--- src/rtl/fir_pkg.sv ---
// rtl/fir_pkg.sv - shared types, default low-pass coefficients and dequantize helper for fir_decim
package fir_pkg;

    typedef enum logic [1:0] {
        S_LOAD,
        S_MAC,
        S_WRITE
    } state_t;

    localparam int QUANT_BITS = 10;

    // 32-tap audio low-pass; entry 0 weights the newest sample
    localparam logic signed [0:31][31:0] LPF_COEFF = {
        32'hfffffffd, 32'hfffffffa, 32'hfffffff4, 32'hffffffed,
        32'hffffffe5, 32'hffffffdf, 32'hffffffe2, 32'hfffffff3,
        32'h00000015, 32'h0000004e, 32'h0000009b, 32'h000000f9,
        32'h0000015d, 32'h000001be, 32'h0000020e, 32'h00000243,
        32'h00000243, 32'h0000020e, 32'h000001be, 32'h0000015d,
        32'h000000f9, 32'h0000009b, 32'h0000004e, 32'h00000015,
        32'hfffffff3, 32'hffffffe2, 32'hffffffdf, 32'hffffffe5,
        32'hffffffed, 32'hfffffff4, 32'hfffffffa, 32'hfffffffd
    };

    // Divide by 2^QUANT_BITS truncating toward zero: negative products get a
    // bias of 2^QUANT_BITS-1 before the arithmetic shift so they round up.
    function automatic logic signed [31:0] dequantize(input logic signed [63:0] p);
        logic signed [63:0] shifted;
        if (p[63]) begin
            shifted = (p + 64'sd1023) >>> QUANT_BITS;
        end else begin
            shifted = p >>> QUANT_BITS;
        end
        return shifted[31:0];
    endfunction

endpackage

--- src/rtl/fir_mac.sv ---
// rtl/fir_mac.sv - one tap of the filter: full-width signed multiply followed by dequantize
module fir_mac
    import fir_pkg::*;
(
    input  logic signed [31:0] coeff,
    input  logic signed [31:0] sample,
    output logic signed [31:0] term
);

    logic signed [63:0] product;

    // Both operands are signed, so the 64-bit context sign-extends them first
    assign product = coeff * sample;
    assign term    = dequantize(product);

endmodule

--- src/rtl/fir_decim.sv ---
// rtl/fir_decim.sv - decimating FIR between two FWFT FIFOs; FIR_PARALLEL_MAC_EN selects a one-cycle adder tree MAC
module fir_decim
    import fir_pkg::*;
#(
    parameter int DECIMATION = 8,
    parameter int TAPS       = 32,
    parameter int DATA_WIDTH = 32,
    parameter logic signed [0:TAPS-1][DATA_WIDTH-1:0] coeff = LPF_COEFF
) (
    input  logic                  clk,
    input  logic                  rst,
    output logic                  x_in_rd_en,
    input  logic                  x_in_empty,
    input  logic [DATA_WIDTH-1:0] x_in,
    output logic [DATA_WIDTH-1:0] y_out,
    output logic                  y_out_wr_en,
    input  logic                  y_out_full
);

    localparam int CNT_W = (DECIMATION > 1) ? $clog2(DECIMATION) : 1;
    localparam logic [CNT_W-1:0] CNT_LAST = CNT_W'(DECIMATION - 1);

    state_t                       state;
    state_t                       state_next;
    logic        [CNT_W-1:0]      count;
    logic signed [DATA_WIDTH-1:0] acc;
    logic signed [DATA_WIDTH-1:0] dline [TAPS];
    logic signed [DATA_WIDTH-1:0] mac_term;

`ifdef FIR_PARALLEL_MAC_EN
    logic signed [DATA_WIDTH-1:0] terms [TAPS];

    for (genvar g = 0; g < TAPS; g++) begin : g_tap
        fir_mac u_mac (
            .coeff  (coeff[g]),
            .sample (dline[g]),
            .term   (terms[g])
        );
    end

    // Sum every dequantized product; wrapping matches the sequential accumulator
    always_comb begin
        mac_term = '0;
        for (int i = 0; i < TAPS; i++) begin
            mac_term = mac_term + terms[i];
        end
    end
`else
    localparam int TAP_W = (TAPS > 1) ? $clog2(TAPS) : 1;
    localparam logic [TAP_W-1:0] TAP_LAST = TAP_W'(TAPS - 1);

    logic [TAP_W-1:0] tap;

    fir_mac u_mac (
        .coeff  (coeff[tap]),
        .sample (dline[tap]),
        .term   (mac_term)
    );
`endif

    // State register
    always_ff @(posedge clk or negedge rst) begin
        if (!rst) begin
            state <= S_LOAD;
        end else begin
            state <= state_next;
        end
    end

    // Next state and FIFO strobes; strobes are gated by empty/full so neither FIFO is ever misused
    always_comb begin
        state_next  = state;
        x_in_rd_en  = 1'b0;
        y_out_wr_en = 1'b0;
        y_out       = '0;
        case (state)
            S_LOAD: begin
                if (!x_in_empty) begin
                    x_in_rd_en = 1'b1;
                    if (count == CNT_LAST) begin
                        state_next = S_MAC;
                    end
                end
            end
            S_MAC: begin
`ifdef FIR_PARALLEL_MAC_EN
                state_next = S_WRITE;
`else
                if (tap == TAP_LAST) begin
                    state_next = S_WRITE;
                end
`endif
            end
            S_WRITE: begin
                if (!y_out_full) begin
                    y_out_wr_en = 1'b1;
                    y_out       = acc;
                    state_next  = S_LOAD;
                end
            end
            default: begin
                state_next = S_LOAD;
            end
        endcase
    end

    // Delay line: every pop shifts history one slot older and inserts the FIFO head at slot 0
    always_ff @(posedge clk or negedge rst) begin
        if (!rst) begin
            for (int i = 0; i < TAPS; i++) begin
                dline[i] <= '0;
            end
        end else if (x_in_rd_en) begin
            for (int i = TAPS - 1; i > 0; i--) begin
                dline[i] <= dline[i-1];
            end
            dline[0] <= x_in;
        end
    end

    // Pop counter and accumulator; the accumulator restarts on the last pop of each block
    always_ff @(posedge clk or negedge rst) begin
        if (!rst) begin
            count <= '0;
            acc   <= '0;
`ifndef FIR_PARALLEL_MAC_EN
            tap   <= '0;
`endif
        end else begin
            case (state)
                S_LOAD: begin
                    if (x_in_rd_en) begin
                        if (count == CNT_LAST) begin
                            count <= '0;
                            acc   <= '0;
`ifndef FIR_PARALLEL_MAC_EN
                            tap   <= '0;
`endif
                        end else begin
                            count <= count + 1'b1;
                        end
                    end
                end
                S_MAC: begin
                    acc <= acc + mac_term;
`ifndef FIR_PARALLEL_MAC_EN
                    tap <= tap + 1'b1;
`endif
                end
                default: begin
                end
            endcase
        end
    end

endmodule

--- config.mk ---
export PLATFORM = sky130hd
export DESIGN_NAME = fir_decim
export DESIGN_NICKNAME = d
export VERILOG_FILES = /design/src/rtl/fir_pkg.sv /design/src/rtl/fir_mac.sv /design/src/rtl/fir_decim.sv
export SDC_FILE = /design/constraint.sdc
export NUM_CORES = 2
export LEC_CHECK = 0
export CAP_MARGIN = 20
export CORE_ASPECT_RATIO = 1.5
export CORE_UTILIZATION = 47
export CTS_BUF_LIST = sky130_fd_sc_hd__clkbuf_16
export CTS_CLUSTER_SIZE = 20
export DETAILED_ROUTE_END_ITERATION = 8
export PLACE_DENSITY = 0.74
export RECOVER_POWER = 50
export SYNTH_ARGS = -nofsm -noshare
export SYNTH_HDL_FRONTEND = slang
export SYNTH_HIERARCHICAL = 1
export SYNTH_SLANG_ARGS = --single-unit
export TNS_END_PERCENT = 50
--- constraint.sdc ---
create_clock -name clk -period 19.55 [get_ports clk]
set_clock_uncertainty 0.05 [all_clocks]
set_input_delay 1.955 -clock clk [delete_from_list [all_inputs] [get_ports clk]]
set_output_delay 1.955 -clock clk [all_outputs]
set_load 0.01 [all_outputs]
==> After elaboration in Yosys (flattened, before gate mapping) <==
Memories as Yosys holds them, arrays and structs flattened.
Cells that the tools add are included.
Widths: inputs -> output; s select.
{ "totals": {"reg_bits": 1066, "latch_bits": 0, "ram_bits": 0, "romBits": 1024, "in_bits": 36, "output_inout_bits": 34, "wordCells": 82, "memories": 1} }
{ "mem_list": {"columns": ["name", "depth", "width", "read_ports", "rd_clocked_by_memory_dff", "wr", "line", "rtl"], "rows": [
  ["(name not given)", 32, 32, 1, 0, 0, "fir_decim.sv:55", ".coeff (coeff[tap]),"]
]} }
{ "op_classes": {"n_addsub": 4, "mul": 1, "div": 0, "magnitude_cmp": 1, "n_eq_ne": 9, "n_shift": 0, "muxes": 24, "bitwise": 1, "reduce_logical": 5} }
{ "ops": {"columns": ["op", "count"], "rows": [
  ["$mux 32", 9],
  ["$bmux 32 s5", 1],
  ["$mul 32x32->64", 1],
  ["$pmux 32 s2", 1],
  ["$add 42x11->42 const B", 1],
  ["$add 32x32->32", 1],
  ["$mux 5", 2],
  ["$ne 2x2->1 const B", 5],
  ["$pmux 5 s2", 1],
  ["$mux 2", 4],
  ["$ge 6x6->1 const B", 1],
  ["$not 5->6", 1],
  ["$pmux 2 s3", 1],
  ["$add 5x1->5 const B", 1],
  ["$eq 5x5->1 const B", 1],
  ["$mux 1", 4],
  ["$reduce_and 4->1", 1],
  ["$add 3x1->3 const B", 1],
  ["$eq 3x3->1 const B", 1],
  ["$mux 3", 1],
  ["$reduce_and 3->1", 1],
  ["$eq 2x1->1 const B", 1],
  ["$eq 2x2->1 const B", 1],
  ["$logic_not 2->1", 1],
  ["other kinds (2)", 2]
]} }

==> Logic depth before layout (Yosys ltp) <==
{ "depth": {"depth_word": 9, "mapped_depth": 50, "ltp_nobuf": 45} }

==> Modules after synthesis <==
The synthesis kept the hierarchy.
{ "modules_own_cells": {"columns": ["module", "n_inst", "cells_per_inst", "area_per_inst_um2", "seq_area_each_um2"], "rows": [
  ["fir_decim", 1, 5260, 49952.9, 26675.6],
  ["fir_mac", 1, 3952, 36795.3, 0.0]
]} }

==> Worst setup path before layout <==
Ideal clock, no wire load.
{ "synth_timing": {"kind": "register -> register", "from": "reg tap[4]", "to": "reg acc[28]", "setup_time_ns": 0.131, "arrival_ns": 13.892, "required_time_ns": 19.369, "slack_ns": 5.477, "path_stages_with_launch": 42, "n_path_buf": 5, "synth_period_minus_slack_ns": 14.073, "path_cell_list": "dfrtp_1 clkbuf_1 inv_1 clkbuf_1 clkbuf_1 nor2_1 nor2_1 clkbuf_1 nand2_1 inv_1 fa_1 fa_1 fa_1 fa_1 inv_1 fa_1 fa_1 fa_1 (+6 left out) a211oi_2 a21o_2 a21o_1 a2111oi_4 nand2_1 o221ai_1 nor2_1 xnor2_1 ha_1 buf_2 a21o_1 a21oi_1 a21boi_2 o21ai_1 a211oi_2 o21ai_1 and4_1 or3_1"} }
{ "synth_between": {"elab_chain_len": 9, "word_cells_on_any_way": 12, "cone_classes": "add/sub: 2; mul: 1; mux: 7; bitwise: 1; memory: 1"} }
{ "synth_rtl": {"columns": ["element", "line", "rtl"], "rows": [
  ["from (decl)", "fir_decim.sv:52", "logic [TAP_W-1:0] tap;"],
  ["from (signal assigned)", "fir_decim.sv:147", "tap <= tap + 1'b1;"],
  ["$not 5->6 (not written as such) *", "fir_decim.sv:55, fir_decim.sv:56", null],
  ["$mem_v2 32x32 / $bmux 32 s5 (equally long branches)", null, null],
  ["$mux 32 (on tied branches) (2 in a row)", "fir_decim.sv:55, fir_decim.sv:56", null],
  ["$mul 32x32->64 *", "fir_mac.sv:13", "assign product = coeff * sample;"],
  ["$add 42x11->42", "fir_pkg.sv:29", "shifted = (p + 64'sd1023) >>> QUANT_BITS;"],
  ["$mux 32 *", "fir_pkg.sv:28", "if (p[63]) begin"],
  ["via mac_term[18]", "fir_decim.sv:28", "logic signed [DATA_WIDTH-1:0] mac_term;"],
  ["$add 32x32->32 *", "fir_decim.sv:145", "acc <= acc + mac_term;"],
  ["$pmux 32 s2 *", "fir_decim.sv:130", "case (state)"],
  ["to (signal assigned)", "fir_decim.sv:145", null],
  ["to (decl)", "fir_decim.sv:26", "logic signed [DATA_WIDTH-1:0] acc;"]
]} }
The timed path passes the listed nets; every way through them passes the cells marked *. The select of a mux whose other input is x is not followed.
A chain may end at the register's enable or synchronous reset.

==> Worst setup path in the final report <==
{ "layout_timing": {"from": "reg tap[2]", "to": "reg acc[31]"} }
Same word-level chain as after synthesis.

==> results.sh <==
export IMPL_r2r_slack_ns=3.48
export IMPL_rsz0062_at_grt="no"
export IMPL_max_freq_ghz=0.06225
export IMPL_slew_headroom_pct=-373.2
export IMPL_gp_congestion=0.9566
export IMPL_critPathLaunch="tap[2]"
export IMPL_min_path_type="reg -> reg"
export IMPL_synth_warnings=6
export IMPL_port_buffers=69
export IMPL_syn_to_final_growth_pct=6.240
export IMPL_grt_pass1_wl_mm=345.3
export IMPL_crit_fanout=79
export IMPL_vias=61360
export IMPL_crit_path_end="acc[31]"
export IMPL_grt_usage_pct=23.10
export IMPL_syn_area_um2=86750
export IMPL_die_h_um=528.2
export IMPL_htreeDepth=3
export IMPL_synthDominantCellAreaShare_pct=30.75
export IMPL_first_pass_iters=6
export IMPL_post_place_ws_ns=5.197
export IMPL_cts_path_max_buffers=3
export IMPL_cts_tree="yes"
export IMPL_post_route_cells_drive_above_1_share_pct=6.968
export IMPL_cts_resized=0
export IMPL_r2r_cells=41
export IMPL_hold_violations=0
export IMPL_violations="max-capacitance violations, max-slew violations"
export IMPL_synth_edf_count=0
export IMPL_setup_viol=0
export IMPL_wirelength_mm=210.2
export IMPL_synth_avg_cell_area_um2=9.417
export IMPL_cts_inserted_buffers=92
export IMPL_drt_iter0_markers=4561
export IMPL_hpwl_mm=147.6
export IMPL_cp_required_ns=20.08
export IMPL_hold_depth=2
export IMPL_rows=192
export IMPL_slowest_stage="clkbuf_1"
export IMPL_fin_crit_sh_pct=82.18
export IMPL_slew_viol_final=1477
export IMPL_synth_area_leaders="dfrtp_1 31%, fa_1 25%, nand2_1 16%"
export IMPL_startpoint_type="register"
export IMPL_setup_slack_ns=3.485
export IMPL_grt_max_degree=245
export IMPL_maxCapViolCount=19
export IMPL_finalCriticalPeriod_ns=16.07
export IMPL_status="complete, but fails checks"
export IMPL_synthesis_nets=10560
export IMPL_post_cts_buffers=0
export IMPL_start_util_pct=47.45
export IMPL_antenna_found_initial=4
export IMPL_cts_num_sinks=1066
export IMPL_critPathCaptureType="register"
export IMPL_ios=70
export IMPL_synth_most_common_cell="nand2_1"
export IMPL_grt_overflow=0
export IMPL_slowest_delay_ns=3.04
export IMPL_reg2reg_to="acc[31]"
export IMPL_synthCells=9212
export IMPL_via_per_inst=5.364
export IMPL_seq_area_frac_synth_pct=30.75
export IMPL_root_buffer="clkbuf_16"
export IMPL_synthArstFlopShare_pct=100.0
export IMPL_die_area_um2=186300
export IMPL_cp_common_cell="fa_1"
export IMPL_remaining_drc_errors=0
export IMPL_r2r_start="tap[2]"
export IMPL_worst_slew_pin_slew_ns=7.098
export IMPL_ys_flop_type="dfrtp_1"
export IMPL_grt_pass1_vias=65340
export IMPL_clock_latency_ns=0.70
export IMPL_yosys_top_cells_count="3629 x nand2_1, 1083 x fa_1, 1066 x dfrtp_1, 1043 x inv_1, 587 x and2_1"
export IMPL_yosysTopAreaCell="dfrtp_1"
export IMPL_critPathArrivalTime_ns=16.60
export IMPL_antenna_left=0
export IMPL_final_nets=10280
export IMPL_ys_ff_latch=1066
export IMPL_wl_per_cell_um=18.38
export IMPL_criticalPathCategory="reg -> reg"
export IMPL_ctsHoldBuffers=0
export IMPL_clk_pin_slew_worst_paths_ns=0.07
export IMPL_core_area_um2=182800
export IMPL_die_w_um=352.8
export IMPL_fin_setup_tns_ns=0
export IMPL_ys_types=97
export IMPL_final_util_pct=50.41
[stage by stage]
stage / instance area, µm² / hold WS [ns] / cells
6_report: 92160 / 0.4190 / 11440
5_1_grt: 92160 / 0.4466 / 11440
4_1_cts: 92210 / 0.4188 / 11430
3_5_place_dp: 89210 / 0.4072 / 11260
3_3_place_gp: 89210 / 0.4026 / 11260
2_1_floorplan: 86750 / 0.3906 / 9212
[area by class of cell]
type                    instances  area, µm²
clock inverters                77      676.9
inverters                    1045       3928
repair buffers                167       1433
multi-input cells            6564      54070
flip-flops and latches       1066      26690
well taps                    2425       3034
diodes                          2      5.005
clock buffers                  93       2327
fillers                     16140      90650
[critical path: cells and delay by family (launching register included)]
family | cells | cell delay [ns]
mux | 3 | 1.30
buf+inv | 6 | 3.75
flops | 1 | 0.63
compound gates | 15 | 3.74
xor+xnor | 2 | 0.35
simple gates | 5 | 0.89
fa+ha+maj | 10 | 5.17
[cells by family (layout without fill, tap and decap cells)]
logic type | Yosys count | in the layout | synth area share, %
buffers and inverters | 1582 | 1382 | 6.991
adders and majority gates | 1307 | 1307 | 28.22
AOI/OAI and AO/OA | 342 | 342 | 2.727
other | 0 | 2 | 0
DFF | 1066 | 1066 | 30.75
muxes | 359 | 359 | 8.805
xor gates and xnor gates | 96 | 96 | 0.9693
and+or+nand+nor | 4460 | 4460 | 21.53
[layout by cell type, fill, tap and decap left out, types with 63 or more instances in the layout]
cell,Yosys,routed
nand2_1,3629,3629
inv_1,1043,1058
clkdlybuf4s50_1,0,67
nor2_1,71,70
buf_4,18,73
a21oi_1,80,75
ha_1,224,224
and2_1,587,587
fa_1,1083,1083
o21ai_0,68,67
mux4_2,320,320
clkbuf_16,0,93
xnor2_1,63,63
dfrtp_1,1066,1062
[registers in the layout, indices dropped and copies added (netlist names)]
signal and flops:
state 2, count 3, tap 5, dline 1024
acc 32
[metal layers]
metal | track usage, % | up-vias | share of wire, %
met3 | 2.338 | 521 | 4.4
met2 | 41.68 | 1646 | 53
li1 | - | 27580 | -
met5 | 0 | - | 0
met1 | 27.46 | 31610 | 37
met4 | 11.21 | 0 | 5.5
[worst min-delay path by stage]
stage | start | end | slack, ns
global route | dline[361] | dline[329] | 0.45
floorplan | dline[0] | dline[0] | 0.39
detailed placement | dline[9] | dline[9] | 0.41
CTS | dline[544] | dline[512] | 0.42
finish | dline[733] | dline[701] | 0.42
global placement | dline[22] | dline[22] | 0.40
Power is not shown: default switching activity piles up to over one toggle a cycle in this logic, so the estimate is an artifact.
